File: src/rtl/la_zip_busarb.sv
// Round-robin Wishbone-style arbiter: one downstream port shared by NM masters,
// grant locked for the whole bus cycle, outstanding requests capped by a counter.
module la_zip_busarb #(
    parameter int NM           = 4,
    parameter int AW           = 32,
    parameter int DW           = 38,
    parameter int LGMAXBURST   = 4,
    parameter bit OPT_LOWPOWER = 1'b0
) (
    input  logic             i_clk,
    input  logic             i_reset_n,
    input  logic [NM-1:0]    i_mcyc,
    input  logic [NM-1:0]    i_mstb,
    output logic [NM-1:0]    o_mstall,
    input  logic [NM*AW-1:0] i_maddr,
    input  logic [NM*DW-1:0] i_mdata,
    output logic [NM-1:0]    o_mack,
    output logic [NM-1:0]    o_merr,
    output logic             o_cyc,
    output logic             o_stb,
    input  logic             i_stall,
    output logic [AW-1:0]    o_addr,
    output logic [DW-1:0]    o_data,
    input  logic             i_ack,
    input  logic             i_err,
    output logic [NM-1:0]    o_grant
);
    localparam int IW = (NM > 1) ? $clog2(NM) : 1;
    localparam logic [LGMAXBURST-1:0] CNT_ONE  = LGMAXBURST'(1);
    localparam logic [LGMAXBURST-1:0] CNT_FULL = {LGMAXBURST{1'b1}};

    typedef enum logic [0:0] {IDLE = 1'b0, OWNED = 1'b1} state_t;

    state_t                state_r, state_s;
    logic [IW-1:0]         owner_r, owner_s, last_r, last_s, pick_s;
    logic [LGMAXBURST-1:0] cnt_r, cnt_s;
    logic                  owned_s, mcyc_own_s, full_s, inc_s, dec_s;

    // First requester strictly after `last`, wrapping; lowest distance wins.
    function automatic logic [IW-1:0] rr_pick(input logic [NM-1:0] req, input logic [IW-1:0] last);
        logic [IW-1:0] pick;
        int            idx;
        pick = last;
        for (int k = NM; k >= 1; k--) begin
            idx = int'(last) + k;
            idx = (idx >= NM) ? idx - NM : idx;
            if (req[idx]) begin
                pick = idx[IW-1:0];
            end else begin
                pick = pick;
            end
        end
        return pick;
    endfunction

    assign pick_s     = rr_pick(i_mcyc, last_r);
    assign owned_s    = (state_r == OWNED);
    assign mcyc_own_s = i_mcyc[owner_r];
    assign full_s     = (cnt_r == CNT_FULL);
    assign o_cyc      = owned_s && mcyc_own_s;
    assign o_stb      = owned_s && mcyc_own_s && i_mstb[owner_r] && !full_s;
    assign inc_s      = o_stb && !i_stall;
    assign dec_s      = i_ack || i_err;

    // State, ownership and outstanding-count registers.
    always_ff @(posedge i_clk or negedge i_reset_n) begin
        if (!i_reset_n) begin
            state_r <= IDLE;
            owner_r <= '0;
            last_r  <= IW'(NM - 1);
            cnt_r   <= '0;
        end else begin
            state_r <= state_s;
            owner_r <= owner_s;
            last_r  <= last_s;
            cnt_r   <= cnt_s;
        end
    end

    // Next-state: arbitrate in IDLE, release (and abort outstanding) on cyc drop.
    always_comb begin
        state_s = state_r;
        owner_s = owner_r;
        last_s  = last_r;
        cnt_s   = cnt_r;
        case (state_r)
            IDLE: begin
                if (|i_mcyc) begin
                    state_s = OWNED;
                    owner_s = pick_s;
                    last_s  = pick_s;
                end else begin
                    state_s = IDLE;
                end
            end
            OWNED: begin
                if (!mcyc_own_s) begin
                    state_s = IDLE;
                end else begin
                    state_s = OWNED;
                end
            end
            default: state_s = IDLE;
        endcase
        // Saturating counter; full already masks the increment through o_stb.
        if (owned_s && !mcyc_own_s) begin
            cnt_s = '0;
        end else if (inc_s && !dec_s) begin
            cnt_s = cnt_r + CNT_ONE;
        end else if (dec_s && !inc_s && (cnt_r != '0)) begin
            cnt_s = cnt_r - CNT_ONE;
        end else begin
            cnt_s = cnt_r;
        end
    end

    // Per-master grant, stall and response routing.
    always_comb begin
        o_grant  = '0;
        o_mstall = '1;
        o_mack   = '0;
        o_merr   = '0;
        if (owned_s) begin
            o_grant[owner_r]  = 1'b1;
            o_mstall[owner_r] = i_stall || full_s;
            o_mack[owner_r]   = i_ack && mcyc_own_s;
            o_merr[owner_r]   = i_err && mcyc_own_s;
        end else begin
            o_grant  = '0;
            o_mstall = '1;
        end
    end

    // Zero-latency forwarding of the owner's address and payload.
    always_comb begin
        if (OPT_LOWPOWER && !o_stb) begin
            o_addr = '0;
            o_data = '0;
        end else begin
            o_addr = i_maddr[owner_r*AW +: AW];
            o_data = i_mdata[owner_r*DW +: DW];
        end
    end
endmodule
File: config.mk
export PLATFORM = sky130hd
export DESIGN_NAME = la_zip_busarb
export DESIGN_NICKNAME = d
export VERILOG_FILES = /design/src/rtl/la_zip_busarb.sv
export SDC_FILE = /design/constraint.sdc
export NUM_CORES = 1
export LEC_CHECK = 0
export CAP_MARGIN = 10
export CORE_AREA = 2 2 149 151
export CTS_CLUSTER_DIAMETER = 120
export DETAILED_ROUTE_END_ITERATION = 10
export DIE_AREA = 0 0 151 153
export GPL_TIMING_DRIVEN = 0
export PLACE_DENSITY = 0.55
export SYNTH_ARGS = -nofsm -noshare
export SYNTH_HDL_FRONTEND = slang
export SYNTH_SLANG_ARGS = --single-unit
File: constraint.sdc
create_clock -name i_clk -period 4.1 [get_ports i_clk]
set_input_delay 1.025 -clock i_clk [delete_from_list [all_inputs] [get_ports i_clk]]
set_output_delay 1.025 -clock i_clk [all_outputs]
set_load 0.05 [all_outputs]
==> results of run 1 <==
layer usage:
metal	global-route usage	wire, um
met5	0	55
met3	0.0564	2130
met4	0.0200	225
met1	0.188	7310
met2	0.259	9040
per-stage QoR:
step                instance area (um^2)  hold slack [ps]  std cells  setup TNS, ps  setup slack, ps
floorplan                           2440              527        189              0              423
global placement                    6600              552        849           -410             -103
detailed placement                  6600              567        849           -897             -188
CTS                                 6670              569        853              0             90.9
global route                        6670              584        854              0             3.05
finish                              6670              573        856              0              132
where the power goes:
| part | internal [mW] | leakage [nW] | total (mW) | switching, mW |
|---|---|---|---|---|
| Clock | 0.130 | 0.0382 | 0.172 | 0.0419 |
| Sequential | 0.142 | 0.105 | 0.190 | 0.0474 |
| Combinational | 1.72 | 2.30 | 4.33 | 2.61 |
| Total | 2.00 | 2.44 | 4.69 | 2.70 |
critical path: stages:
cell and delay [ps]:
clkdlybuf4s50_1 590, mux2i_1 150, o22ai_2 300, clkdlybuf4s50_1 870
worst paths after layout:
check	start	to	slack, ps
max in group asynchronous	i_reset_n	last_r[1]	2670
min in group asynchronous	i_reset_n	owner_r[0]	1100
worst max-delay path	i_mcyc[3]	o_cyc	130
worst max register to register	owner_r[1]	cnt_r[3]	1670
worst min register to register	last_r[0]	last_r[0]	570
worst min-delay path	last_r[0]	last_r[0]	570
cells by family after synthesis:
kind of cell | Yosys count
AOI/OAI and AO/OA | 21
adders and majority gates | 3
and+or+nand+nor | 50
xor gates and xnor gates | 1
DFF | 9
muxes | 78
buffers and inverters | 27
sequential cells by signal (all words and copies together) (netlist names):
signal	count
owned_s	1
owner_r	2
cnt_r	4
last_r	2
layout make-up:
cell class / instances / share of cell area
repair buffers: 380 / 0.567
multi-input cells: 153 / 0.314
flip-flops and latches: 9 / 0.0341
inverters: 8 / 0.00450
well taps: 280 / 0.0525
plain buffers: 19 / 0.0148
diodes: 3 / 0.00113
clock buffers: 4 / 0.0118
cells in the final DEF, fill, tap and decap left out, drive strengths merged, types with 2 or more instances in the layout:
master / synthesis / final
clkdlybuf4s50: 0 / 371
mux4: 71 / 71
nand2: 15 / 15
nor2: 15 / 15
clkbuf: 7 / 13
buf: 12 / 11
a21oi: 8 / 8
inv: 8 / 8
mux2i: 7 / 7
dfrtp: 7 / 7
nand2b: 5 / 5
nor3: 5 / 5
dlygate4sd2: 0 / 5
o21ai: 4 / 4
diode: 0 / 3
a31oi: 3 / 3
a41oi: 2 / 2
nand3: 2 / 2
ha: 2 / 2
dfstp: 2 / 2
clkdlybuf4s15: 0 / 2
repair_timing:
action / in CTS / in global routing
gates cloned: 0 / 0
endpoints found under the setup margin: 16 / 4
resized for setup: 12 / 9
hold buffers: 0 / 0
==> summary.md, run 1 <==
| Metric | Value |
|---|---|
| First-pass GRT wire length | `roughly 26000 um` |
| Synth top cells by count | `mux4_2 (71), nand2_1 (15), nor2_1 (15), buf_2 (9), a21oi_1 (8)` |
| Worst VDD drop | `0.000405 V` |
| Rel. slew slack | `0.540` |
| Worst Path Arrival | `2940 ps` |
| Row Count | `54` |
| Avg Cell Area, Syn | `~13 um^2` |
| Post-Synth XOR/XNOR Area | `0.00359` |
| Synth area leaders | `mux4_2 (66%), dfrtp_1 (7.2%), mux2i_1 (2.9%)` |
| H-tree lvl count | `1` |
| Die height | `153 um` |
| Drt first pass iters | `4` |
| IO buf count | `between 300 and 400` |
| Crit start category | `primary input` |
| Initial antenna violation count | `7` |
| Initial DRC Count | `about 150` |
| Synth Net Count | `485` |
| RSZ-0062 raised after global routing | `false` |
| Pwr Density | `703 nW/um^2` |
| Grt ovf | `0` |
| Critical path class | `in2out` |
| CP Capture Type | `output pin` |
| Max Slew Vio Count | `0` |
| Synth Area in Adders | `0.0185` |
| CTS tree | `built` |
| Number of routed nets with antenna violations | `0` |
| Post-Route WL | `18800 um` |
| Overall power | `4.69 mW` |
| Clk sinks | `9` |
| Tcrit/Tclk final | `0.968` |
| Die Wd | `roughly 150 um` |
| DRC violations left | `0` |
| Cell area after synthesis | `2440 um^2` |
| Synth warn | `0` |
| IO Pins | `381` |
| Die footprint | `~23000 um^2` |
| Cells on worst reg2reg path | `9` |
| Count leader, synth | `mux4_2` |
| Yosys reg bits | `9` |
| Clock latency on the worst-skew pair | `230 ps` |
| Root Buffer | `clkbuf_16` |
| Postcts setup bufs | `0` |
| Routability congestion estimate | `0.989` |
| Status | `finished clean` |
| Synth Flop Type | `dfrtp_1` |
| Final nets | `870` |
| Multi-input gate area | `2090 um^2` |
| TritonCTS Buffers | `3` |
| Worst Path Max Fanout | `7` |
| Vias | `3582` |
| Synth Area in Compound Gates | `0.0543` |
| Fillers | `2199` |
| Largest area contributor in the netlist | `mux4_2` |
| Fin util | `0.311` |
| Worst Hold Class | `reg2reg` |
| All-Layer GR Usage | `0.152` |
| Setup-failing EPs final | `0` |
| Largest family of logic cells by synthesized area | `multiplexers` |
| Post-synthesis cell count | `189` |
| Largest net degree at the start of global routing | `11` |
| Vias in the first global route | `3947` |
| Worst hold path depth | `2` |
| Ys async rst share | `1.00` |
| Synthesis-to-layout area growth | `173%` |
| Number of synthesized flops with an enable pin | `0` |
| Synth cell types | `34` |
| Final number of hold-violating endpoints | `0` |
| Lkg Pwr | `2.44 nW` |
| Share of cells above drive strength 1 | `0.164` |
| Fmax | `252 MHz` |
| Avg Vias per Cell | `4.18` |
| Post-synthesis mux area share | `0.684` |
| Tmin final | `a little under 4000 ps` |
| Critical Path RT | `3070 ps` |
| Effective utilization at floorplan | `0.114` |
| Post-DR wirelength/cell | `21.9 um` |
| Max Cap Viol | `0` |
| CTS max path bufs | `2` |
| Top cell type's share of synthesized area | `0.655` |
| Sequential cell area | `228 um^2` |
| Worst-margin pin slew | `687 ps` |
| Sequential cell area fraction in the yosys report | `0.0933` |
| Core area | `21500 um^2` |
| Final setup skew | `3.54 ps` |
| DP Wirelength | `around 16000 um` |
| Synth Area in Simple Gates | `0.0974` |
| Clock-pin transition on the worst setup and hold timing paths | `40 ps` |
(Power assumes the default switching activity.)
==> inputs of run 2 (changes only) <==
--- a/config.mk
+++ b/config.mk
@@ -12,6 +12,7 @@
 export DIE_AREA = 0 0 151 153
 export GPL_TIMING_DRIVEN = 0
 export PLACE_DENSITY = 0.55
+export SLEW_MARGIN = 30
 export SYNTH_ARGS = -nofsm -noshare
 export SYNTH_HDL_FRONTEND = slang
 export SYNTH_SLANG_ARGS = --single-unit
==> results of run 2 <==
No change in the layout: final DEF, timing and power equal those of run 1.
==> inputs of run 3 (changes only) <==
--- a/config.mk
+++ b/config.mk
@@ -5,6 +5,7 @@
 export SDC_FILE = /design/constraint.sdc
 export NUM_CORES = 1
 export LEC_CHECK = 0
+export ABC_AREA = 0
 export CAP_MARGIN = 10
 export CORE_AREA = 2 2 149 151
 export CTS_CLUSTER_DIAMETER = 120
==> results of run 3 <==
No change in the layout: final DEF, timing and power equal those of run 1.
